File: config.mk
export PLATFORM = sky130hd
export DESIGN_NAME = glm_sbox_sequencer
export DESIGN_NICKNAME = d
export VERILOG_FILES = /design/src/rtl/glm_sbox_sequencer.sv
export SDC_FILE = /design/constraint.sdc
export NUM_CORES = 1
export LEC_CHECK = 0
export ABC_AREA = 1
export BUFFER_PORTS_ARGS = -buffer_cell sky130_fd_sc_hd__buf_2
export CAP_MARGIN = 20
export CORE_UTILIZATION = 48
export CTS_BUF_LIST = sky130_fd_sc_hd__clkbuf_2 sky130_fd_sc_hd__clkbuf_4 sky130_fd_sc_hd__clkbuf_8
export DETAILED_ROUTE_END_ITERATION = 10
export PLACE_DENSITY = 0.71
export REMOVE_ABC_BUFFERS = 1
export SETUP_SLACK_MARGIN = 0.3
export SLEW_MARGIN = 20
export SYNTH_ARGS = -nofsm -noshare
export SYNTH_HDL_FRONTEND = slang
export SYNTH_SLANG_ARGS = --single-unit
File: constraint.sdc
create_clock -name clk -period 4.57 [get_ports clk]
set_input_delay 0.6855 -clock clk [delete_from_list [all_inputs] [get_ports clk]]
set_output_delay 0.6855 -clock clk [all_outputs]
set_load 0.02 [all_outputs]
File: src/rtl/glm_sbox_sequencer.sv
`default_nettype none
// ============================================================================
// Module   : glm_sbox_sequencer
// Purpose  : Streams a two-share PRINCE state through one shared, pipelined
//            first-order GLM masked S-box, one nibble per cycle. The pipeline
//            only advances when fresh randomness is available. The shared
//            results are gathered back into a two-share output state.
// Revision : 1.0 - initial release
// ============================================================================
module glm_sbox_sequencer #(
    parameter int NIBBLES  = 16,
    parameter int SBOX_LAT = 2
) (
    input  logic                 clk,
    input  logic                 rst,
    input  logic                 start,
    input  logic [4*NIBBLES-1:0] state_in_s0,
    input  logic [4*NIBBLES-1:0] state_in_s1,
    input  logic                 rnd_valid,
    output logic                 rnd_ready,
    output logic                 sbox_en,
    output logic [3:0]           sbox_in_s0,
    output logic [3:0]           sbox_in_s1,
    input  logic [3:0]           sbox_out_s0,
    input  logic [3:0]           sbox_out_s1,
    output logic                 busy,
    output logic                 done,
    output logic [4*NIBBLES-1:0] state_out_s0,
    output logic [4*NIBBLES-1:0] state_out_s1
);

    localparam int c_W  = 4 * NIBBLES;
    localparam int c_CW = (NIBBLES > 1) ? $clog2(NIBBLES) : 1;
    localparam logic [c_CW-1:0] c_LAST = c_CW'(NIBBLES - 1);

    localparam int         c_STATE_W = 2;
    localparam logic [1:0] c_IDLE    = 2'd0;
    localparam logic [1:0] c_FEED    = 2'd1;
    localparam logic [1:0] c_DRAIN   = 2'd2;
    localparam logic [1:0] c_DONE    = 2'd3;

    logic [c_STATE_W-1:0] r_state;
    logic [c_STATE_W-1:0] w_state_nxt;
    logic [c_CW-1:0]      r_issue_cnt;
    logic [c_CW-1:0]      r_retire_cnt;
    logic [SBOX_LAT-1:0]  r_vpipe;
    logic [SBOX_LAT-1:0]  w_vpipe_nxt;
    logic [c_W-1:0]       r_in_s0;
    logic [c_W-1:0]       r_in_s1;
    logic [c_W-1:0]       r_out_s0;
    logic [c_W-1:0]       r_out_s1;
    logic                 w_accept;
    logic                 w_en;
    logic                 w_retire;
    logic                 w_last_issue;
    logic                 w_last_retire;

    // Handshake and progress qualifiers shared by FSM and datapath
    always_comb begin
        w_accept      = (r_state == c_IDLE) && start;
        w_en          = ((r_state == c_FEED) || (r_state == c_DRAIN)) && rnd_valid;
        w_retire      = w_en && r_vpipe[SBOX_LAT-1];
        w_last_issue  = w_en && (r_state == c_FEED) && (r_issue_cnt == c_LAST);
        w_last_retire = w_retire && (r_retire_cnt == c_LAST);
    end

    // FSM state register
    always_ff @(posedge clk) begin
        if (rst) begin
            r_state <= c_IDLE;
        end else begin
            r_state <= w_state_nxt;
        end
    end

    // FSM next-state logic
    always_comb begin
        w_state_nxt = r_state;
        case (r_state)
            c_IDLE:  if (w_accept) w_state_nxt = c_FEED;
            c_FEED:  if (w_last_issue) w_state_nxt = c_DRAIN;
            c_DRAIN: if (w_last_retire) w_state_nxt = c_DONE;
            c_DONE:  w_state_nxt = c_IDLE;
            default: w_state_nxt = c_IDLE;
        endcase
    end

    // FSM outputs; idle S-box inputs are forced to zero so no recombined
    // value ever appears on the share wires outside FEED
    always_comb begin
        busy       = (r_state != c_IDLE);
        done       = (r_state == c_DONE);
        sbox_en    = w_en;
        rnd_ready  = w_en;
        sbox_in_s0 = 4'd0;
        sbox_in_s1 = 4'd0;
        if (r_state == c_FEED) begin
            sbox_in_s0 = r_in_s0[{r_issue_cnt, 2'b00} +: 4];
            sbox_in_s1 = r_in_s1[{r_issue_cnt, 2'b00} +: 4];
        end
    end

    // Valid pipe shift value: tags issued nibbles as they travel the S-box
    always_comb begin
        w_vpipe_nxt    = r_vpipe;
        w_vpipe_nxt[0] = (r_state == c_FEED);
        for (int i = 1; i < SBOX_LAT; i++) begin
            w_vpipe_nxt[i] = r_vpipe[i-1];
        end
    end

    // Capture of input shares, issue/retire counters and the valid pipe
    always_ff @(posedge clk) begin
        if (rst) begin
            r_in_s0      <= '0;
            r_in_s1      <= '0;
            r_issue_cnt  <= '0;
            r_retire_cnt <= '0;
            r_vpipe      <= '0;
        end else if (w_accept) begin
            r_in_s0      <= state_in_s0;
            r_in_s1      <= state_in_s1;
            r_issue_cnt  <= '0;
            r_retire_cnt <= '0;
            r_vpipe      <= '0;
        end else if (w_en) begin
            r_vpipe <= w_vpipe_nxt;
            if ((r_state == c_FEED) && (r_issue_cnt != c_LAST)) begin
                r_issue_cnt <= r_issue_cnt + 1'b1;
            end
            if (w_retire && (r_retire_cnt != c_LAST)) begin
                r_retire_cnt <= r_retire_cnt + 1'b1;
            end
        end
    end

    // Result collection: each share written separately into its own nibble slot
    always_ff @(posedge clk) begin
        if (rst) begin
            r_out_s0 <= '0;
            r_out_s1 <= '0;
        end else if (w_retire) begin
            for (int i = 0; i < NIBBLES; i++) begin
                if (r_retire_cnt == c_CW'(i)) begin
                    r_out_s0[4*i +: 4] <= sbox_out_s0;
                    r_out_s1[4*i +: 4] <= sbox_out_s1;
                end
            end
        end
    end

    assign state_out_s0 = r_out_s0;
    assign state_out_s1 = r_out_s1;

endmodule
`default_nettype wire

Word-level counts from Yosys, hierarchy flattened
Index checks and enable logic that the tools add are counted.

cells by class
  $add $sub $neg = 2
  multipliers = 0
  divide/modulo/power cells = 0
  order comparisons = 0
  eq/ne operators = 24
  shifts and indexed selects = 2
  multiplexer cells = 6
  bitwise logic cells = 0
  reductions and logical operators = 32

operators by type and width
  operator               count
  $shiftx A64 B7 Y4      2
  $eq A4 B4 Y1 const B   9
  $reduce_and A2 Y1      18
  $eq A4 B3 Y1 const B   4
  $add A4 B1 Y4 const B  2
  $eq A4 B2 Y1 const B   2
  $logic_and A1 B1 Y1    8
  $mux W4                2
  $ne A4 B4 Y1 const B   2
  $pmux W2 S4            1
  $mux W2                3
  $eq A2 B2 Y1 const B   2
  $eq A4 B1 Y1 const B   1
  $logic_not A4 Y1       1
  $ne A2 B2 Y1 const B   2
  $reduce_and A3 Y1      1
  $eq A2 B1 Y1 const B   1
  $logic_not A2 Y1       1
  $ne A2 B1 Y1 const B   1
  $reduce_bool A2 Y1     1
  $reduce_or A2 Y1       1
  $logic_or A1 B1 Y1     1

word-level totals
  bits in registers = 268
  latch bits = 0
  RAM bits = 0
  memory bits (read-only) = 0
  bits of input ports = 140
  memories = 0

Logic depth before layout (Yosys ltp)
  depth in word-level cells = 7
  gate-level depth with buffers = 10
  depth with buffers taken out = 10

Worst setup path after synthesis
Ideal clock, no wire load.

  kind = register to output
  from = register r_issue_cnt[0]
  to = output port sbox_in_s0[2]
  arrival = 1.324 ns
  slack = 2.560 ns
  stages on the path, launching flop included = 11
  path buffers = 2
  path through = dfxtp_1 > inv_2 > buf_2 > buf_2 > nand2_1 > nand3_1 > nand2_1 > nand2_1 > nand2_1 > nor2_1 > nor2_1

on the way
  cells in the longest elaborated chain, start to end = 2

ends and longest elaborated chain
  element                 RTL line  source
  from (decl)             44        logic [c_CW-1:0] r_issue_cnt;
  from (signal assigned)  129       r_issue_cnt <= r_issue_cnt + 1'b1;
  $shiftx A64 B7 Y4       98        sbox_in_s0 = r_in_s0[{r_issue_cnt, 2'b00} +: 4];
  $mux W4                 97        if (r_state == c_FEED) begin
  to (decl)               22        output logic [3:0] sbox_in_s0,

Every way passes these cells.

Worst setup path after layout
  from = register r_issue_cnt[0]
  to = output port sbox_in_s1[0]

on the way
  cells in the longest elaborated chain, start to end = 2

ends and longest elaborated chain
  element            RTL line  source
  $shiftx A64 B7 Y4  99        sbox_in_s1 = r_in_s1[{r_issue_cnt, 2'b00} +: 4];
  $mux W4            97
  to (decl)          23        output logic [3:0] sbox_in_s1,

Every way passes these cells.

==> out/results.ini <==
[status]
status=complete, no violations

[place]
hpwl_um=19430
gp_congestion=0.8106
portBuffers=279

[drt]
wl_um=30360
vias=10520
post_drt_via_cell_ratio=5.005
drc_errors=0
wl_per_cell_um=14.45
antenna_left=0
firstDrtPassIters=4
drt_iter0_markers=732

[power]
peakVddDrop_uv=217.2
power_density_mw_per_mm2=464.0
power_leakage_nw=6.718
power_mw=6.233

[setup_path]
ff2ff_path_depth=6
worstPathRequired_ns=3.88
worst-setup-path-type=reg -> out
critical_path.max_fanout=65
critPathLaunchType=flop
cp.arrival_ns=2.59
endpoint_kind=primary output

[clock_network]
numCtsBuffers=45
cts_root_buf=clkbuf_8
clkLatencyLatePin_ns=0.54
clk_pin_slew_ns=0.06
cts_sinks=268
cts_buffer_depth=3
cts_tree=yes
ctsHoldBuffers=0
cts_setup_buffers=0
htree_levels=2
cts_resized=0

[synthesis]
post_synth.cell_area_avg_um2=7.185
yosysUniqueCellTypes=22
synth_top_area_share_pct=48.64
synthTopCellsByArea=dfxtp_1, o21ai_0, nor2_1
ys_seq_area_share_pct=48.64
synth_cells=1535
syn_area_mm2=0.01103
ys_warn_count=0
synth_seq_cells=268
synth_top_area_cell=dfxtp_1

[floorplanning]
coreArea_mm2=0.02257
dieArea_mm2=0.02359
fp.dieH_um=153.6
io_pins=280
rows=55
die_width_um=153.6
start_util_pct=48.86

[min_path]
hp-class=in -> reg
holdPathStages=3

[sta]
worst_pin_slew_ns=0.9632
slew_headroom_pct=35.55
timing.final.crit_share_pct=71.75
setup_violations=0
hold_violations=0
fmax_mhz=305.0
finClkSkew_ns=0.01038
grt_setup_unrepaired=no
timing.hold.ws_ns=0.4271
report.final.slew_viol_count=0
min_period_ns=3.279

[global_routing]
gr-usage-met3_pct=7.272
grt_antenna_before_repair=3
grt_pass1_vias=9702
met1_usage_pct=32.38
grt_usage_pct=25.29
use_met2_pct=40.82
grt_pass1_wl_um=48780
overflow=0
grt.busiest_layer=met2
grt_max_degree=156

[final_layout]
nNetsFinal=1932
fillCellCount=2210
drive_gt1_share_pct=22.49
area_growth_pct=21.79

[job]
drv_cap=0

## final timing paths
check / end / slack [ns] / start
worst max-delay path: sbox_in_s1[0] / 1.29 / r_issue_cnt[0]$_SDFFE_PP0P_
worst min-delay path: r_in_s0[60]$_SDFFE_PP0P_ / 0.43 / state_in_s0[60]
worst max register to register: r_in_s1[29]$_SDFFE_PP0P_ / 2.28 / r_state[0]$_SDFFE_PP0P_
worst min register to register: r_in_s0[30]$_SDFFE_PP0P_ / 0.45 / r_in_s0[30]$_SDFFE_PP0P_
## registers in the layout (all words and copies together) (netlist names)
register      count
r_state           2
r_issue_cnt       4
r_in_s0          64
r_retire_cnt      4
state_out_s1     64
r_vpipe           2
state_out_s0     64
r_in_s1          64
## power breakdown
part	leakage (nW)	switching, mW	internal, mW
Combinational	4.03	0.879	0.418
Sequential	2.19	0.0856	2.67
Clock	0.496	0.928	1.25
## cells by family after synthesis
group | after synthesis | share of synthesized area (%)
compound gates | 398 | 18.17
fa+ha+maj | 10 | 1.134
simple gates | 608 | 23.19
buf+inv | 251 | 8.860
flops | 268 | 48.64
## worst max-delay path, cell delays in order (launching register included)
cell      delay [ns]
dfxtp_2         0.33
clkinv_2        0.64
nand2_1         0.26
nand3_1         0.09
nand2_1         0.08
nand2_1         0.05
nand2_1         0.09
nor2_1          0.05
nor2_1          0.18
buf_2           0.22
## per-layer routing
metal / vias up / share of wire [%]
li1: 5391 / -
met1: 4735 / 44
met2: 343 / 46
met3: 52 / 8.4
met4: 0 / 2.3
met5: - / 0
## cell usage after synthesis
master    instances
or2_2             1
inv_2            17
or3_1             1
clkinv_1          1
clkbuf_1         58
nor2_4           15
nor2_8            1
a21oi_1         134
buf_1             4
dfxtp_1         268
o21ai_0         259
inv_1           147
ha_1             10
nand2_4           6
nand4_1           3
nand3_1          71
buf_4             2
nand2_1         227
a211oi_1          4
nor2_1          283
buf_2            22
o21bai_1          1
## cell usage in the layout (no fill, tap or decap), types with 4 or more instances in the layout
master / Yosys / final
a21oi_1: 134 / 134
buf_2: 22 / 279
nand2_1: 227 / 226
buf_4: 2 / 6
nor2_1: 283 / 283
dfxtp_1: 268 / 267
inv_2: 17 / 16
clkinv_2: 0 / 4
nor2_4: 15 / 15
o21ai_0: 259 / 259
a211oi_1: 4 / 4
nand2_4: 6 / 7
inv_1: 147 / 146
nand3_1: 71 / 71
clkbuf_4: 0 / 24
clkbuf_8: 0 / 50
ha_1: 10 / 10
## layout make-up
class | count | area, um2 | share of cell area (%)
sequential | 268 | 5366 | 39.95
clock inverter | 5 | 52.55 | 0.3912
timing repair buffer | 286 | 1461 | 10.88
multi-input combinational | 1016 | 4695 | 34.95
inverter | 165 | 625.6 | 4.657
clock buffer | 74 | 868.3 | 6.464
antenna | 3 | 7.507 | 0.05589
tap | 285 | 356.6 | 2.655
## stage by stage
step                worst slack (ns)  cell area [um2]  TNS (ns)  std cells  util, %
finish                         1.291            13430         0       2102    59.51
floorplan                    -0.9317            10670    -21.33       1449        -
CTS                            1.398            13420         0       2099    59.47
global placement               2.058            12500         0       2020    55.39
global route                   1.056            13430         0       2100    59.49
detailed placement             1.991            12500         0       2020    55.39
No activity file was read; power rests on OpenSTA's default activity.
